$ cat config.mk
export PLATFORM = sky130hd
export DESIGN_NAME = frame_aligner_param_flat
export DESIGN_NICKNAME = d
export VERILOG_FILES = /design/src/rtl/frame_aligner_param_if.sv /design/src/rtl/frame_aligner_param.sv /design/src/flat_wrapper.sv
export SDC_FILE = /design/constraint.sdc
export NUM_CORES = 1
export LEC_CHECK = 0
export ABC_AREA = 1
export CAP_MARGIN = 20
export CORE_ASPECT_RATIO = 0.9
export CORE_MARGIN = 2
export CORE_UTILIZATION = 54
export DETAILED_ROUTE_END_ITERATION = 7
export MAX_ROUTING_LAYER = met4
export PLACE_DENSITY = 0.78
export SYNTH_ARGS = -nofsm -noshare
export SYNTH_HDL_FRONTEND = slang
export SYNTH_SLANG_ARGS = --single-unit
export TNS_END_PERCENT = 100
$ cat constraint.sdc
create_clock -name clk -period 1.87 [get_ports clk]
set_input_delay 0.187 -clock clk [delete_from_list [all_inputs] [get_ports clk]]
set_output_delay 0.187 -clock clk [all_outputs]
set_load 0.01 [all_outputs]
$ cat src/rtl/frame_aligner_param_if.sv
// -----------------------------------------------------------------------------
// frame_aligner_param_if
// Bundles the receive stream and the alignment status of frame_aligner_param.
//
// Handshake: rx_valid qualifies rx_data. There is no ready; the aligner accepts
// every word presented with rx_valid = 1 on a rising clock edge, and words with
// rx_valid = 0 are ignored entirely. Status outputs are registered and change
// only on the edge that accepts a word (sync_lost also clears on idle edges).
//
// Signals:
//   rx_valid          master -> slave  word qualifier
//   rx_data           master -> slave  stream word, DATA_W bits
//   fr_byte_position  slave -> master  position of last accepted word in frame
//   frame_detect      slave -> master  high while locked
//   hdr_id            slave -> master  header of last good frame (0 = A, 1 = B)
//   sync_lost         slave -> master  one-cycle pulse when lock is dropped
//   fsm_state         slave -> master  debug view of the aligner state
// -----------------------------------------------------------------------------
interface frame_aligner_param_if #(
    parameter int DATA_W = 8,
    parameter int POS_W  = 4
);
    logic              rx_valid;
    logic [DATA_W-1:0] rx_data;
    logic [POS_W-1:0]  fr_byte_position;
    logic              frame_detect;
    logic              hdr_id;
    logic              sync_lost;
    logic [1:0]        fsm_state;

    modport master (
        output rx_valid, rx_data,
        input  fr_byte_position, frame_detect, hdr_id, sync_lost, fsm_state
    );

    modport slave (
        input  rx_valid, rx_data,
        output fr_byte_position, frame_detect, hdr_id, sync_lost, fsm_state
    );
endinterface

$ cat src/rtl/frame_aligner_param.sv
// -----------------------------------------------------------------------------
// frame_aligner_param
// Finds fixed-length frames in a word stream by their 2-word header (pattern A
// or B), locks after LOCK_CNT consecutive good headers and drops lock after
// UNLOCK_CNT consecutive bad headers. Reports word position within the frame.
//
// Ports:
//   clk    clock
//   reset  synchronous, active-high reset
//   bus    frame_aligner_param_if.slave (rx_valid/rx_data in, status out)
//
// fsm_state encoding: 0 = HUNT, 1 = PRESYNC, 2 = SYNC.
// -----------------------------------------------------------------------------
module frame_aligner_param #(
    parameter int                  DATA_W     = 8,
    parameter int                  FRAME_LEN  = 12,
    parameter int                  POS_W      = $clog2(FRAME_LEN),
    parameter logic [2*DATA_W-1:0] HDR_A      = 16'hAFAA,
    parameter logic [2*DATA_W-1:0] HDR_B      = 16'hBA55,
    parameter int                  LOCK_CNT   = 3,
    parameter int                  UNLOCK_CNT = 4
) (
    input  logic                       clk,
    input  logic                       reset,
    frame_aligner_param_if.slave       bus
);
    localparam int GOOD_W = $clog2(LOCK_CNT + 1);
    localparam int MISS_W = $clog2(UNLOCK_CNT + 1);

    localparam logic [POS_W-1:0]  POS_LAST = POS_W'(FRAME_LEN - 1);
    localparam logic [POS_W-1:0]  POS_ONE  = POS_W'(1);
    localparam logic [GOOD_W-1:0] GOOD_MAX = GOOD_W'(LOCK_CNT);
    localparam logic [GOOD_W-1:0] GOOD_ONE = GOOD_W'(1);
    localparam logic [MISS_W-1:0] MISS_MAX = MISS_W'(UNLOCK_CNT);

    typedef enum logic [1:0] {
        HUNT    = 2'd0,
        PRESYNC = 2'd1,
        SYNC    = 2'd2
    } state_t;

    state_t              state;
    logic [DATA_W-1:0]   prev_word;
    logic [POS_W-1:0]    pos;
    logic [GOOD_W-1:0]   good_cnt;
    logic [MISS_W-1:0]   miss_cnt;
    logic                frame_detect_q;
    logic                hdr_id_q;
    logic                sync_lost_q;

    logic [2*DATA_W-1:0] pair;
    logic                is_a;
    logic                is_b;
    logic                hdr_match;
    logic [POS_W-1:0]    pos_next;
    logic                at_check;
    logic [GOOD_W-1:0]   good_inc;
    logic [MISS_W-1:0]   miss_inc;

    always_comb begin
        pair      = {prev_word, bus.rx_data};
        is_a      = (pair == HDR_A);
        is_b      = (pair == HDR_B);
        hdr_match = is_a | is_b;
        pos_next  = (pos == POS_LAST) ? '0 : pos + 1'b1;
        // The word being accepted lands on position 1: it is header word1.
        at_check  = (pos_next == POS_ONE);
        good_inc  = (good_cnt == GOOD_MAX) ? good_cnt : good_cnt + 1'b1;
        miss_inc  = (miss_cnt == MISS_MAX) ? miss_cnt : miss_cnt + 1'b1;
    end

    always_ff @(posedge clk) begin
        if (reset) begin
            state          <= HUNT;
            prev_word      <= '0;
            pos            <= '0;
            good_cnt       <= '0;
            miss_cnt       <= '0;
            frame_detect_q <= 1'b0;
            hdr_id_q       <= 1'b0;
            sync_lost_q    <= 1'b0;
        end else begin
            sync_lost_q <= 1'b0;
            if (bus.rx_valid) begin
                prev_word <= bus.rx_data;
                case (state)
                    HUNT: begin
                        pos <= '0;
                        if (hdr_match) begin
                            pos      <= POS_ONE;
                            good_cnt <= GOOD_ONE;
                            hdr_id_q <= is_b;
                            if (LOCK_CNT == 1) begin
                                state          <= SYNC;
                                frame_detect_q <= 1'b1;
                            end else begin
                                state <= PRESYNC;
                            end
                        end
                    end
                    PRESYNC: begin
                        pos <= pos_next;
                        if (at_check) begin
                            if (hdr_match) begin
                                good_cnt <= good_inc;
                                hdr_id_q <= is_b;
                                if (good_inc == GOOD_MAX) begin
                                    state          <= SYNC;
                                    frame_detect_q <= 1'b1;
                                end
                            end else begin
                                // This word stays in prev_word, so HUNT tests
                                // the very next word against it.
                                state    <= HUNT;
                                good_cnt <= '0;
                                pos      <= '0;
                            end
                        end
                    end
                    SYNC: begin
                        pos <= pos_next;
                        if (at_check) begin
                            if (hdr_match) begin
                                miss_cnt <= '0;
                                hdr_id_q <= is_b;
                            end else if (miss_inc == MISS_MAX) begin
                                state          <= HUNT;
                                good_cnt       <= '0;
                                miss_cnt       <= '0;
                                pos            <= '0;
                                frame_detect_q <= 1'b0;
                                sync_lost_q    <= 1'b1;
                            end else begin
                                miss_cnt <= miss_inc;
                            end
                        end
                    end
                    default: begin
                        state <= HUNT;
                        pos   <= '0;
                    end
                endcase
            end
        end
    end

    assign bus.fr_byte_position = pos;
    assign bus.frame_detect     = frame_detect_q;
    assign bus.hdr_id           = hdr_id_q;
    assign bus.sync_lost        = sync_lost_q;
    assign bus.fsm_state        = state;
endmodule

$ cat src/flat_wrapper.sv
// flat-port wrapper written by rule: the top's interface ports become plain ports
module frame_aligner_param_flat 
#(
    parameter int                  DATA_W     = 8,
    parameter int                  FRAME_LEN  = 12,
    parameter int                  POS_W      = $clog2(FRAME_LEN),
    parameter logic [2*DATA_W-1:0] HDR_A      = 16'hAFAA,
    parameter logic [2*DATA_W-1:0] HDR_B      = 16'hBA55,
    parameter int                  LOCK_CNT   = 3,
    parameter int                  UNLOCK_CNT = 4
)
  (clk, reset, bus_rx_valid, bus_rx_data, bus_fr_byte_position, bus_frame_detect, bus_hdr_id, bus_sync_lost, bus_fsm_state);
  frame_aligner_param_if #(.DATA_W(DATA_W), .POS_W(POS_W)) bus_i ();
  input  logic clk;
  input  logic reset;
  input wire logic [$bits(bus_i.rx_valid)-1:0] bus_rx_valid;
  input wire logic [$bits(bus_i.rx_data)-1:0] bus_rx_data;
  output wire logic [$bits(bus_i.fr_byte_position)-1:0] bus_fr_byte_position;
  output wire logic [$bits(bus_i.frame_detect)-1:0] bus_frame_detect;
  output wire logic [$bits(bus_i.hdr_id)-1:0] bus_hdr_id;
  output wire logic [$bits(bus_i.sync_lost)-1:0] bus_sync_lost;
  output wire logic [$bits(bus_i.fsm_state)-1:0] bus_fsm_state;
  assign bus_i.rx_valid = bus_rx_valid;
  assign bus_i.rx_data = bus_rx_data;
  assign bus_fr_byte_position = bus_i.fr_byte_position;
  assign bus_frame_detect = bus_i.frame_detect;
  assign bus_hdr_id = bus_i.hdr_id;
  assign bus_sync_lost = bus_i.sync_lost;
  assign bus_fsm_state = bus_i.fsm_state;
  frame_aligner_param #(.DATA_W(DATA_W), .FRAME_LEN(FRAME_LEN), .POS_W(POS_W), .HDR_A(HDR_A), .HDR_B(HDR_B), .LOCK_CNT(LOCK_CNT), .UNLOCK_CNT(UNLOCK_CNT)) u_core (.clk(clk), .reset(reset), .bus(bus_i));
endmodule
# Yosys cells after proc, flatten, opt, wreduce, memory -nomap -nowiden
# Cells that the tools add are included.
[totals]
wordCells = 79
out_inout_bits = 9
register_bits = 22
[classes]
n_bitwise = 4
muxes = 34
add_sub_neg = 3
n_eq_ne = 19
n_reduce_logical = 11
[ops]
columns = ["operator", "n"]
rows = [
  ["$eq 16x16->1 const B", 2],
  ["$mux 4", 6],
  ["$mux 2", 10],
  ["$ne 2x1->1 const B", 7],
  ["$reduce_and 7->1", 2],
  ["$pmux 2 s3", 2],
  ["$pmux 4 s3", 1],
  ["$mux 1", 10],
  ["$mux 3", 3],
  ["$reduce_and 8->1", 1],
  ["$eq 2x2->1 const B", 3],
  ["$eq 3x3->1 const B", 2],
  ["$reduce_and 3->1", 2],
  ["$reduce_or 5->1", 1],
  ["$add 4x1->4 const B", 1],
  ["$eq 4x1->1 const B", 1],
  ["$eq 4x4->1 const B", 1],
  ["$pmux 1 s2", 2],
  ["$reduce_bool 2->1", 2],
  ["$add 3x1->3 const B", 1],
  ["$ne 3x3->1 const B", 1],
  ["$not 1->1", 3],
  ["$reduce_bool 3->1", 1],
  ["$add 2x1->2 const B", 1],
  ["5 further kinds", 5],
]

# Depth between registers and ports, before layout
[logic_depth]
word_depth = 7
depth_mapped = 13
depth_no_buf = 13

# Worst setup path before layout
# No wires, ideal clock.
[synth_path]
path_type = "register to register"
start = "reg u_core.pos[0], in the netlist u_core.bus.fr_byte_position[0]"
end = "reg u_core.good_cnt[1]"
t_arrival_ns = 1.514
path_stages_with_launch = 13
slack_ns = 0.243
path_cell_list = "dfxtp_1 > ha_1 > inv_2 > nand2_1 > nand3_2 > clkinv_1 > nand2_4 > nand2_2 > nand2_2 > nor2_4 > nand3b_1 > o21ai_1 > nor2_1"
[synth_between]
elab_chain_cells = 5
elab_cells_between_ends = 7
classes_between = "1 x add/sub; 4 x eq/ne; 1 x mux; 1 x reduce/logical"
[synth_lines]
columns = ["item", "line", "source"]
rows = [
  ["from (decl)", "frame_aligner_param.sv:44", "logic [POS_W-1:0] pos;"],
  ["from (signal assigned)", "frame_aligner_param.sv:102", "pos <= pos_next;"],
  ["from (signal assigned)", "frame_aligner_param.sv:121", "pos <= pos_next;"],
  ["$add 4x1->4 or $eq 4x4->1 (tied branches)", "frame_aligner_param.sv:65", "pos_next = (pos == POS_LAST) ? '0 : pos + 1'b1;"],
  ["$mux 4 *", "frame_aligner_param.sv:65", ""],
  ["$eq 4x1->1 *", "frame_aligner_param.sv:67", "at_check = (pos_next == POS_ONE);"],
  ["$ne 2x1->1 (no source line)", "--", ""],
  ["$reduce_and 7->1 (no source line) *", "--", ""],
  ["to (signal assigned)", "frame_aligner_param.sv:105", "good_cnt <= good_inc;"],
  ["to (decl)", "frame_aligner_param.sv:45", "logic [GOOD_W-1:0] good_cnt;"],
]
# Every way passes the cells marked *; elsewhere a longest branch is shown, timed or not.
# A chain may end at the register's enable or synchronous reset.

# Worst setup path in the final report
# Ends and elaborated chain as after synthesis.

==> key figures <==
Run status
  • Run status: completed

Placed design
  • RD Place Congestion: 0.8517
  • Port bufs: 19
  • Detailed placement HPWL: 2455 um
  • Post-DP Area: 0.001748 mm^2

Yosys
  • Synth warn: 0
  • Synthesized area per cell: 6.261 um^2
  • Synth cell types: 28
  • Synth Register Bits: 22
  • Synth Net Count: 262
  • Seq/Total Area, Yosys: 28.95%
  • Synth cell count leaders: nand2_1, nor2_1, inv_1, dfxtp_1, a21oi_1
  • Post-synth top area share: 28.95%
  • Commonest register cell after synthesis: dfxtp_1
  • Ys async rst share: 0%
  • Mapped Area: 0.001521 mm^2
  • Most frequent cell after synthesis: nand2_1
  • Post-synth EDFFs: 0
  • Cell count after synthesis: 243
  • Top cells by area, synth: dfxtp_1, nand2_1, nor2_1, inv_1, ha_1
  • Leading area contributor after synthesis: dfxtp_1

Setup path
  • Worst path slowest cell: dfxtp_2
  • Worst-path fanout max: 7
  • R2R Path Start: u_core.bus.fr_byte_position[0]
  • Critical path launch point: u_core.bus.fr_byte_position[0]
  • CP Cell Sequence: ha_2 > inv_2 > nand2_1 > nand3_2 > nor2_2 > nand2_2 > a21oi_4 > nand3b_1 > o21ai_1 > nor2_1
  • Worst EP required: 2.10 ns
  • Slowest stage delay, CP: 0.42 ns
  • Critical path capture point type: flop
  • Critical path type: flop to flop
  • WP data arrival: 1.96 ns
  • Startpoint type of the worst setup path: flop

Die
  • Die W: 59.95 um
  • I/O pins: 20
  • # rows: 18
  • Core ar.: 0.002703 mm^2
  • Initial Utilization: 56.30%
  • Die area: 0.003259 mm^2
  • Die Ht: 54.36 um

Routing
  • Via count: 1470
  • Antenna Nets Post-Route: 0
  • Vias/cell: 4.983
  • Drt drc: 0
  • DR WL/cell: 10.68 um
  • Starting DRT DRC Count: 69
  • Post-Route WL: 3152 um
  • First-pass DRT Iterations: 4

Finish
  • Share of layout cells above drive strength 1: 16.23%
  • Nets: 285
  • Final Util: 67.59%
  • Antenna cell count: 0
  • Finished Cell Area: 0.001827 mm^2
  • Synth-to-Final Area Change: 20.07%

STA
  • Slew margin rel.: 73.24%
  • TNS Setup: 0 ns
  • Setup violations, final: 0
  • F_max: 0.5774 GHz
  • Tmin final: 1.732 ns
  • Crit share post-route: 92.61%
  • Clock Skews: 0.002175 ns
  • Fin. Hold Viols: 0
  • Max Slew Vio Count: 0
  • RSZ-0062 raised after global routing: no
  • Slew @ Worst Pin: 0.4009 ns

GRT
  • Global Route met2 Usage: 33.51%
  • Total track usage: 22.12%
  • GRT met3 Usage: 4.728%
  • Remaining global-route overflow: 0
  • Initial antenna violation count: 0
  • Grt peak-use layer: met2
  • Met1 GRT Util: 29.04%
  • Pin count of the biggest net entering global routing: 18
  • First-pass GRT wire length: 5292 um
  • Vias in the first global route: 1251

Power
  • Worst VDD drop: 0.3377 mV
  • Static Leak: 0.0007882 uW
  • Pwr Total: 856.8 uW
  • Power Dens Cells: 469.1 mW/mm^2

CTS
  • Cts hold-fix bufs: 0
  • Clk sinks: 22
  • CTS Buffer Depth: 2
  • H-tree levels: 1
  • Skew-Pair Late Insertion Delay: 0.31 ns
  • CTS Buf Count: 3
  • CTS tree: yes
  • Root Driver: clkbuf_4
  • Worst-path clk slew: 0.12 ns

Worst hold path
  • Hold_sp: u_core.bus.frame_detect
  • Worst Hold Class: flop to flop

Flow run
  • Max Cap Viol: 0
registers in the layout, indices dropped and copies added (netlist names):
name and count:
u_core.good_cnt 2, u_core.bus.frame_detect 1, u_core.miss_cnt 3, u_core.bus.fr_byte_position 4, u_core.bus.fsm_state 2, u_core.bus.hdr_id 1, u_core.prev_word 8, u_core.bus.sync_lost 1
worst max-delay path, delay by kind of cell, from the launching register on:
kind | cells | cell delay [ns]
AND/OR/NAND/NOR | 6 | 0.58
AO/OA/AOI/OAI | 2 | 0.37
adder cells (fa/ha/maj) | 1 | 0.24
flip-flops | 1 | 0.42
buffers and inverters | 1 | 0.03
layout make-up:
| type | instances | area [um^2] |
|---|---|---|
| Multi-Input combinational cell | 174 | 933.4 |
| Fill cell | 256 | 875.8 |
| Sequential cell | 22 | 445.4 |
| Timing Repair Buffer | 22 | 212.7 |
| Inverter | 43 | 161.4 |
| Tap cell | 30 | 37.54 |
| Clock buffer | 4 | 36.28 |
cell families (layout without fill, tap and decap cells):
family / after synthesis / after routing / synth area share [%]
AOI/OAI and AO/OA: 36 / 36 / 13.08
DFF: 22 / 22 / 28.95
and+or+nand+nor: 130 / 130 / 39.72
adders and majority gates: 8 / 8 / 6.579
buffers and inverters: 47 / 69 / 11.68
timing repair:
item / in CTS / in global routing
setup endpoints to repair: 0 / 10
hold endpoints to repair: 0 / 0
buffers inserted: 0 / 1
resized for setup: 0 / 10
power breakdown:
part | total [uW] | internal [uW] | switching (uW)
clock network | 269 | 119 | 150
registers | 492 | 480 | 12.0
logic | 95.4 | 41.6 | 53.8
total | 857 | 641 | 216
path summary, 6_finish.rpt:
kind | depth (start not counted) | endpoint | slack [ns]
max | 10 | u_core.good_cnt[1] | 0.14
min | 2 | u_core.bus.frame_detect | 0.47
max reg2reg | 10 | u_core.good_cnt[1] | 0.14
min reg2reg | 2 | u_core.bus.frame_detect | 0.47
layer usage:
layer / vias up / part of all wire, %
met4: 0 / 1.5
met1: 639 / 52
met2: 24 / 43
met3: 7 / 4.0
met5: - / 0
li1: 800 / -
through the flow:
stage,cells,hold slack [ns],setup slack (ns)
2_1_floorplan,243,0.3302,0.2429
3_5_place_dp,290,0.4530,0.01465
6_report,295,0.4726,0.1382
4_1_cts,294,0.4770,0.09739
3_3_place_gp,290,0.4566,0.04548
5_1_grt,295,0.5174,0.01257
cells in the final DEF (no fill, tap or decap), drive strengths merged:
cell type | Yosys | routed
o2111ai | 1 | 1
nand2 | 65 | 65
clkbuf | 3 | 4
clkdlybuf4s50 | 0 | 19
or2 | 1 | 1
and3 | 1 | 1
o21ai | 14 | 14
ha | 8 | 8
clkinv | 3 | 2
nand3b | 2 | 2
buf | 1 | 3
nand3 | 11 | 11
a31oi | 1 | 1
nor3b | 1 | 1
inv | 40 | 41
nand4 | 4 | 4
nor3 | 1 | 1
nor2 | 44 | 44
o21a | 1 | 1
a21oi | 19 | 19
dfxtp | 22 | 22
No activity file was read; power rests on OpenSTA's default activity.
